`src/rtl/bcd_seg_pkg.sv`:
```
// Shared definitions for the BCD 7-segment scanner: segment patterns,
// scan FSM state encoding and a constant clog2 helper for port widths.
package bcd_seg_pkg;

    // Segment patterns, bit order {g,f,e,d,c,b,a}, 1 = segment lit.
    localparam logic [6:0] SEG_0    = 7'h3F;
    localparam logic [6:0] SEG_1    = 7'h06;
    localparam logic [6:0] SEG_2    = 7'h5B;
    localparam logic [6:0] SEG_3    = 7'h4F;
    localparam logic [6:0] SEG_4    = 7'h66;
    localparam logic [6:0] SEG_5    = 7'h6D;
    localparam logic [6:0] SEG_6    = 7'h7D;
    localparam logic [6:0] SEG_7    = 7'h07;
    localparam logic [6:0] SEG_8    = 7'h7F;
    localparam logic [6:0] SEG_9    = 7'h6F;
    localparam logic [6:0] SEG_DASH = 7'h40;
    localparam logic [6:0] SEG_OFF  = 7'h00;

    // Per-slot scan phase: anodes off first, then the digit is driven.
    typedef enum logic {
        S_BLANK = 1'b0,
        S_DRIVE = 1'b1
    } scan_state_e;

    // Ceiling log2, usable in constant expressions.
    function automatic int clog2(input int value);
        int r;
        r = 0;
        while ((1 << r) < value) r++;
        return r;
    endfunction

endpackage

```
`src/rtl/bcd_to_seg7.sv`:
```
// Combinational BCD to 7-segment decoder; codes A-F show a dash.
module bcd_to_seg7
    import bcd_seg_pkg::*;
(
    input  logic [3:0] bcd,
    output logic [6:0] seg
);

    // Decode one BCD digit to its segment pattern.
    always_comb begin
        // NOTE: a default on every path keeps combinational logic free of inferred latches.
        seg = SEG_DASH;
        case (bcd)
            4'd0: seg = SEG_0;
            4'd1: seg = SEG_1;
            4'd2: seg = SEG_2;
            4'd3: seg = SEG_3;
            4'd4: seg = SEG_4;
            4'd5: seg = SEG_5;
            4'd6: seg = SEG_6;
            4'd7: seg = SEG_7;
            4'd8: seg = SEG_8;
            4'd9: seg = SEG_9;
            default: seg = SEG_DASH;
        endcase
    end

endmodule

```
`src/rtl/bcd_seg_scan.sv`:
```
// Time-multiplexed common-anode 7-segment driver for packed BCD digits.
// Loads are staged in a pending register and copied to the displayed
// snapshot only at a frame boundary, so a frame never mixes two values.
// Optional leading-zero blanking: define BCD_SEG_LZB_EN.
module bcd_seg_scan
    import bcd_seg_pkg::*;
#(
    parameter int NUM_DIGITS = 4,
    parameter int SCAN_DIV   = 1000,
    parameter int BLANK_CYC  = 2,
    parameter int IDX_W      = (NUM_DIGITS > 1) ? clog2(NUM_DIGITS) : 1
) (
    input  logic                    clk,
    input  logic                    reset_n,
    input  logic                    load,
    input  logic [4*NUM_DIGITS-1:0] bcd_in,
    output logic [6:0]              seg,
    output logic [NUM_DIGITS-1:0]   an,
    output logic [IDX_W-1:0]        digit_idx,
    output logic                    frame_done
);

    localparam int              PW        = clog2(SCAN_DIV);
    localparam logic [PW-1:0]   PRESC_MAX = PW'(SCAN_DIV - 1);
    localparam logic [PW-1:0]   BLANK_END = PW'(BLANK_CYC);
    localparam logic [IDX_W-1:0] IDX_MAX  = IDX_W'(NUM_DIGITS - 1);

    logic [4*NUM_DIGITS-1:0] pending_q, pending_d;
    logic                    pend_vld_q, pend_vld_d;
    logic [4*NUM_DIGITS-1:0] disp_q, disp_d;
    logic [PW-1:0]           presc_q, presc_d;
    logic [IDX_W-1:0]        idx_q, idx_d;
    scan_state_e             state_q, state_d;
    logic [NUM_DIGITS-1:0]   an_q, an_d;
    logic [6:0]              seg_q, seg_d;
    logic                    fd_q, fd_d;

    logic                    wrap;
    logic                    boundary;
    logic [3:0]              cur_digit;
    logic [6:0]              dec_seg;
    logic                    blank_digit;

    // Decoder sees the digit of the slot being entered on the next edge.
    bcd_to_seg7 u_dec (
        .bcd (cur_digit),
        .seg (dec_seg)
    );

`ifdef BCD_SEG_LZB_EN
    logic [NUM_DIGITS-1:0] lzb_mask;
    logic                  zero_run;

    // A digit above 0 is blanked when it and all more-significant digits are 0.
    always_comb begin
        lzb_mask = '0;
        zero_run = 1'b1;
        for (int k = NUM_DIGITS - 1; k >= 0; k--) begin
            zero_run    = zero_run && (disp_q[4*k +: 4] == 4'd0);
            lzb_mask[k] = (k != 0) && zero_run;
        end
    end
`endif

    // Next-state logic for prescaler, slot index, snapshot, FSM and outputs.
    always_comb begin
        wrap     = (presc_q == PRESC_MAX);
        boundary = wrap && (idx_q == IDX_MAX);

        presc_d = wrap ? '0 : presc_q + 1'b1;
        idx_d   = idx_q;
        if (wrap) idx_d = (idx_q == IDX_MAX) ? '0 : idx_q + 1'b1;

        // Last writer wins; a load on the boundary edge bypasses pending.
        pending_d  = load ? bcd_in : pending_q;
        pend_vld_d = load ? 1'b1 : pend_vld_q;
        disp_d     = disp_q;
        if (boundary) begin
            pend_vld_d = 1'b0;
            if (load)            disp_d = bcd_in;
            else if (pend_vld_q) disp_d = pending_q;
        end

        state_d = state_q;
        case (state_q)
            S_BLANK: if (presc_d == BLANK_END) state_d = S_DRIVE;
            S_DRIVE: if (wrap)                 state_d = S_BLANK;
            default: state_d = S_BLANK;
        endcase

        cur_digit = '0;
        for (int k = 0; k < NUM_DIGITS; k++) begin
            if (idx_d == IDX_W'(k)) cur_digit = disp_q[4*k +: 4];
        end

`ifdef BCD_SEG_LZB_EN
        blank_digit = lzb_mask[idx_d];
`else
        blank_digit = 1'b0;
`endif

        an_d  = '0;
        seg_d = SEG_OFF;
        if (state_d == S_DRIVE) begin
            an_d[idx_d] = 1'b1;
            seg_d       = blank_digit ? SEG_OFF : dec_seg;
        end

        fd_d = boundary;
    end

    // State and registered outputs; reset blanks the display immediately.
    always_ff @(posedge clk or negedge reset_n) begin
        if (!reset_n) begin
            // NOTE: the snapshot registers are reset too, because the display must read 0 right after reset.
            pending_q  <= '0;
            pend_vld_q <= 1'b0;
            disp_q     <= '0;
            presc_q    <= '0;
            idx_q      <= '0;
            state_q    <= S_BLANK;
            an_q       <= '0;
            seg_q      <= SEG_OFF;
            fd_q       <= 1'b0;
        end else begin
            // NOTE: non-blocking assignments so every flop samples pre-edge values.
            pending_q  <= pending_d;
            pend_vld_q <= pend_vld_d;
            disp_q     <= disp_d;
            presc_q    <= presc_d;
            idx_q      <= idx_d;
            state_q    <= state_d;
            an_q       <= an_d;
            seg_q      <= seg_d;
            fd_q       <= fd_d;
        end
    end

    assign seg        = seg_q;
    assign an         = an_q;
    assign digit_idx  = idx_q;
    assign frame_done = fd_q;

endmodule

```
`config.mk`:
```
export PLATFORM = sky130hd
export DESIGN_NAME = bcd_seg_scan
export DESIGN_NICKNAME = d
export VERILOG_FILES = /design/src/rtl/bcd_seg_pkg.sv /design/src/rtl/bcd_to_seg7.sv /design/src/rtl/bcd_seg_scan.sv
export SDC_FILE = /design/constraint.sdc
export NUM_CORES = 1
export LEC_CHECK = 0
export ABC_AREA = 0
export CAP_MARGIN = 20
export CORE_MARGIN = 2
export CORE_UTILIZATION = 50
export DETAILED_ROUTE_END_ITERATION = 12
export MAX_ROUTING_LAYER = met4
export PLACE_DENSITY = 0.81
export RECOVER_POWER = 50
export SKIP_LAST_GASP = 1
export SLEW_MARGIN = 30
export SYNTH_ARGS = -nofsm -noshare
export SYNTH_HDL_FRONTEND = slang
export SYNTH_SLANG_ARGS = --single-unit
```
`constraint.sdc`:
```
create_clock -name clk -period 3.4 [get_ports clk]
set_input_delay 0.34 -clock clk [delete_from_list [all_inputs] [get_ports clk]]
set_output_delay 0.34 -clock clk [all_outputs]
set_load 0.05 [all_outputs]
```
* Yosys cells after proc, flatten, opt, wreduce, memory -nomap -nowiden
Memory sizes are Yosys's and may differ from the RTL's.
Cells that the tools add are included.
** Storage, ports and cells
- Register bits after elaboration :: 58
- Bits in read-only memories :: 112
- Logic and storage cells :: 45
- Memories :: 1
- Output and inout bits :: 14
** Cells by class
- Equal/unequal tests :: 6
- Bitwise gates (word level) :: 1
- Order comparisons :: 2
- Reductions and logical operators :: 6
- Mux-type cells :: 18
- Add/sub/neg operators :: 2
** Memories
- (no name shown) :: words 16, bits a word 7, rd ports 1, clocked after Yosys merged registers in 0, write ports 0, RTL line bcd_to_seg7.sv:13 : case (bcd)
** Operators with widths (count)
- 16-bit 2-to-1 mux :: 2
- 4-bit 2-to-1 mux :: 5
- 10-bit by 1-bit adder with 10-bit output (second input constant) :: 1
- 10-bit == test (second input constant) :: 1
- 10-bit by 2-bit == test with 1-bit output (second input constant) :: 1
- 10-bit 2-to-1 mux :: 1
- 7-bit 2-to-1 mux :: 1
- 2-bit == test (second input constant) :: 3
- 1-bit 2-to-1 mux :: 5
- 2-bit 2-to-1 mux :: 2
- 2-bit nonzero test :: 2
- 2-bit by 3-bit less-than comparator with 1-bit output (second input constant) :: 1
- 2-bit by 1-bit adder with 2-bit output (second input constant) :: 1
- 1-bit demux with 2-bit select :: 1
- 2-bit by 1-bit == test with 1-bit output (second input constant) :: 1
- 2-bit by 1-bit >= comparator with 1-bit output (second input constant) :: 1
- 1-bit logical AND :: 2
- 2-bit zero test :: 1
- 1-bit case mux with 2 select lines :: 1
- 2-bit AND reduction :: 1
- 1-bit inverter :: 1

* Depth between registers and ports, before layout
An unclocked memory read counts as a cell.
- Word-level depth :: 10
- Mapped depth :: 12
- Gate-level depth less buffers :: 11

* Modules after synthesis
A second synthesis with hierarchy kept.
** Unflattened totals
- Cell total of the unflattened synthesis :: 228
- Area, all modules :: 2801.4 um^2
** By module, submodules not included
- bcd_seg_scan :: seq. area each 1451.4 um^2, cells each 199, times used 1, area each 2576.2 um^2
- bcd_to_seg7 :: seq. area each 0.0 um^2, cells each 29, times used 1, area each 225.2 um^2

* Least setup slack after synthesis
No wires, ideal clock.
- Path kind :: register to register
- From :: register idx_q[0], in the netlist digit_idx[0]
- To :: register seg_q[4], in the netlist seg[4]
- Period minus slack after synthesis :: 2602 ps
- Buffers on the path :: 1
- Arrival :: 2481 ps
- Data required time :: 3279 ps
- Slack :: 798 ps
- Cell stages (with the launch flop) :: 12
- Path through :: dfrtp_1 ha_1 and4_1 clkbuf_1 o21ai_0 a32oi_1 inv_1 ha_1 inv_1 mux2i_1 a22oi_1 nor2_1
** On the way
- Longest elaborated chain between the ends :: 10
- Elaborated cells between the ends (all ways) :: 14
- Those cells by class :: add/sub (1); eq/ne (4); mux (7); reduce/logical (1); memory (1)
** Ends and longest elaborated chain
- from (decl) :: RTL line bcd_seg_scan.sv:32 : logic [IDX_W-1:0] idx_q, idx_d;
- from (signal assigned) :: RTL line bcd_seg_scan.sv:131 : idx_q <= idx_d;
- 2-bit by 1-bit adder with 2-bit output / 2-bit == test (equally long branches) :: RTL line bcd_seg_scan.sv:72 : if (wrap) idx_d = (idx_q == IDX_MAX) ? '0 : idx_q + 1'b1;
- 2-bit 2-to-1 mux :: RTL line bcd_seg_scan.sv:72
- 2-bit 2-to-1 mux (*) :: RTL line bcd_seg_scan.sv:72
- 2-bit zero test :: RTL line bcd_seg_scan.sv:93 : if (idx_d == IDX_W'(k)) cur_digit = disp_q[4*k +: 4];
- 4-bit 2-to-1 mux (3 in series) :: RTL line bcd_seg_scan.sv:93
- 4-bit 2-to-1 mux (*) :: RTL line bcd_seg_scan.sv:93
- memory 16 x 7 bit (*)
- 7-bit 2-to-1 mux (*) :: RTL line bcd_seg_scan.sv:104 : if (state_d == S_DRIVE) begin
- net seg_d[4] :: RTL line bcd_seg_scan.sv:35 : logic [6:0] seg_q, seg_d;
- to (signal assigned) :: RTL line bcd_seg_scan.sv:134 : seg_q <= seg_d;
- to (decl) :: RTL line bcd_seg_scan.sv:35
Mark *: on every way through the listed nets, which the timed path passes. The rest lies on a longest branch.
A chain may end at the register's enable or synchronous reset.

* Worst setup path in the final report
- From :: register presc_q[0]
- To :: register seg_q[4], in the netlist seg[4]
** On the way
- Longest elaborated chain between the ends :: 9
- Elaborated cells between the ends (all ways) :: 18
- Those cells by class :: add/sub (1); eq/ne (5); mux (10); reduce/logical (1); memory (1)
** Ends and longest elaborated chain
- from (decl) :: RTL line bcd_seg_scan.sv:31 : logic [PW-1:0] presc_q, presc_d;
- from (signal assigned) :: RTL line bcd_seg_scan.sv:130 : presc_q <= presc_d;
- 10-bit == test :: RTL line bcd_seg_scan.sv:67 : wrap = (presc_q == PRESC_MAX);
- 2-bit 2-to-1 mux :: RTL line bcd_seg_scan.sv:72
- 2-bit zero test :: RTL line bcd_seg_scan.sv:93
- 4-bit 2-to-1 mux (4 in series) :: RTL line bcd_seg_scan.sv:93
- memory 16 x 7 bit
- 7-bit 2-to-1 mux (*) :: RTL line bcd_seg_scan.sv:104
- net seg_d[4] :: RTL line bcd_seg_scan.sv:35
Marks and branches as above.

==> results by group <==
Status
  • Status: complete, but fails checks
  • Violated checks: max-capacitance violations, max-slew violations

Drt
  • Final WL: about 4.9 mm
  • Drt first pass iters: 4
  • DRT antenna net count: 0
  • DRC: 0
  • Via density: between 5 and 6
  • Iter 0 DRT Violations: around 120
  • Total number of vias: around 1.8k
  • WL/cell: 14.6 µm

STA
  • Fin crit period: between 2 and 3 ns
  • Max Clk Rate: ~340 MHz
  • Post-Route Setup TNS: 0 ns
  • Final Skew: 0.00638 ns
  • Worst Slack Setup Final: about 0.44 ns
  • Period utilization: about 87%
  • Slew Viols, Final: 31
  • Fin. Hold Viols: 0
  • Endpoints failing setup: 0
  • RSZ-0062 raised after global routing: no
  • Worst hold margin: between 0.3 and 0.4 ns
  • Worst Tran Pin Value: 1.53 ns
  • Slew Limit Headroom: -1.88%

Yosys
  • Largest family of logic cells by synthesized area: multiplexers
  • Register bit total from synthesis: 58
  • Post-synthesis sequential area ratio: between 50% and 60%
  • Post-synthesis adder-cell area fraction: 3.64%
  • Mux share of post-synthesis cell area: between 10 and 15%
  • Ys async rst share: 100%
  • Ys Warns: 0
  • Complex-gate fraction of the synthesized area: approximately an eighth
  • EDFF count, synth: 0
  • Simple-gate share of the synthesized area: 11.6%
  • Main synth FF type: dfrtp_1
  • Post-Syn Instances: roughly 220
  • Synth Cell Area: between 2000 and 3000 µm²
  • Unique masters post-synth: 50
  • Mapped Nets: 250
  • Avg Cell Area, Syn: roughly 12 µm²
  • Post-synthesis xor/xnor area fraction: 2.55%

Power and ir drop
  • LEAKAGE: 0.00143 µW
  • Max rail drop VDD: about 350 µV
  • Power per cell area: roughly 400 nW/µm²
  • Total power: between 1000 and 1500 µW

Clock network
  • Hold_buf cts: 0
  • Worst skew pair latency: about 0.34 ns
  • # clock sinks: a little under 60
  • CTS resizes: 0
  • CTS tree: yes
  • Setup bufs post-CTS: 0
  • Cts bufs inserted: 9
  • Max clock buf depth: 2
  • H-tree depth: 3
  • Clock Tree Root: clkbuf_8
  • Clock transition at path regs: ~0.07 ns

Hold path
  • Worst Hold Class: primary input to async pin

Finish
  • Most frequent cells in the layout: dfrtp_1, mux2_2, clkdlybuf4s50_1, nor2_1
  • Post-layout nets: approximately 290
  • Ant. Diodes: 0
  • Area delta synth->final: 19.2%
  • Fin cells: between 300 and 400
  • FILL cells: between 400 and 500
  • Leading cell type in the layout, fill and taps excluded: dfrtp_1
  • Share of layout cells above drive strength 1: 22.7%

Critical path
  • Buf/Inv on CP: 2
  • Slowest cell on the critical path: a32oi_1
  • CP Data Arrival Time: about 3.2 ns
  • CP Capture Type: flop
  • Crit Path Class: flop to flop
  • Worst setup SP type: flop
  • Crit path cell chain: ha_1 -> and4bb_1 -> nand4_1 -> and2_2 -> a32oi_1 -> inv_1 -> ha_1 -> inv_1 -> mux2i_1 -> a22oi_1 -> nor2_1
  • Required time worst endpoint: between 3 and 4 ns
  • Critical Path Max Stage Delay: just over 0.5 ns
  • CP max FO: 7
  • CP top delay family: simple AND/OR/NAND/NOR gates

Floorplanning
  • Row count: 26
  • Die width: ~78 µm
  • Core box area: between 5000 and 6000 µm²
  • DIE HEIGHT: 78.1 µm
  • Die area: between 6000 and 7000 µm²
  • Boundary Pins: 33
  • Initial Util: between 50% and 60%

Global routing
  • Initial antenna violation count: 0
  • Global-route wire length before repair: about 8.1 mm
  • Largest net degree at the start of global routing: 31
  • Gr usage total: between 15 and 20%
  • Vias in the first global route: roughly 1.7k
  • GRT overflow: 0

Flow run
  • Max-cap violations: 1

Placed design
  • HPWL after DPL: about 3.5 mm
  • Placed insts: between 300 and 400
  • GP Congestion: approximately 0.80
  • Place WS: slightly above 0.5 ns
  • PortBufs: 32
==> metrics by stage <==
| stage | area [µm²] | utilization [%] |
|---|---|---|
| global placement | 3110 | 59.7 |
| floorplan | 2750 | - |
| CTS | 3280 | 63.0 |
| finish | 3270 | 62.9 |
| detailed placement | 3110 | 59.7 |
| global route | 3270 | 62.9 |
==> sequential cells by signal, summed over array words and instances, names as in the netlist <==
name / cells
disp_q: 16
seg: 7
pend_vld_q: 1
state_q: 1
an: 4
frame_done: 1
digit_idx: 2
pending_q: 16
presc_q: 10
==> synth_stat cells (2+ instances only) <==
cell      count  area [µm²]
nand3_1       8        40.0
nor2_1       22        82.6
o21ai_0       8        40.0
o31ai_4       2        42.5
xor2_1        3        26.3
a21oi_1       4        20.0
o21ai_1       3        15.0
ha_1          8         100
buf_4         3        22.5
mux2i_1       3        30.0
inv_1         9        33.8
nor3_1        3        15.0
and4_1        2        17.5
mux2_2       31         349
a32oi_1       5        43.8
nor2b_1       3        18.8
clkbuf_1      3        11.3
nand2_1       6        22.5
and2_2        2        15.0
a21boi_0      2        15.0
nand4_1       2        12.5
dfrtp_1      58        1450
xnor2_1       5        43.8
a22oi_1       2        15.0
==> worst reg2reg max path, delay by kind of cell (launching register included) <==
kind | cells | cell delay (ns)
simple gates | 4 | 0.91
compound gates | 2 | 0.67
fa+ha+maj | 2 | 0.54
flops | 1 | 0.40
buf+inv | 2 | 0.25
mux | 1 | 0.07
==> layer usage <==
layer | up-vias | share of wire (%) | global-route usage [%]
li1 | 876 | - | -
met1 | 885 | 47 | 22.9
met2 | 36 | 46 | 26.5
met3 | 8 | 5.2 | 6.09
met4 | 0 | 1.8 | 7.54
met5 | - | 0 | -
==> report_power, final <==
part / leakage, µW / switching (µW) / internal, µW / total [µW]
Clock: 0.0000810 / 277 / 260 / 537
Combinational: 0.000649 / 27.4 / 34.4 / 61.9
Sequential: 0.000702 / 4.02 / 709 / 713
Total: 0.00143 / 309 / 1000 / 1310
==> kinds of logic (layout without fill, tap and decap cells) <==
logic type / count (synthesis) / in the layout
xor+xnor: 8 / 8
buf+inv: 19 / 60
simple gates: 57 / 57
compound gates: 39 / 39
flops: 58 / 58
fa+ha+maj: 8 / 8
mux: 34 / 34
==> final timing paths <==
| path | start | to | slack (ns) | depth (start not counted) |
|---|---|---|---|---|
| setup / recovery | presc_q[0] | seg[4] | 0.44 | 11 |
| hold / removal | reset_n | an[0] | 0.36 | 1 |
| setup reg to reg | presc_q[0] | seg[4] | 0.44 | 11 |
| hold reg to reg | pending_q[14] | pending_q[14] | 0.49 | 1 |
| max in group asynchronous | reset_n | disp_q[3] | 1.04 | 2 |
| min in group clk | pending_q[14] | pending_q[14] | 0.49 | 1 |
==> layout make-up <==
cell class                      count  area, µm²  area share, %
Sequential cell                    58       1450           44.3
Multi-Input combinational cell    146       1200           36.7
Timing Repair Buffer               34        325           9.94
Clock buffer                        9        124           3.78
Tap cell                           70       87.6           2.67
Clock inverter                      7       46.3           1.41
Inverter                           10       37.5           1.15
Power figures use the tool's default switching activity.
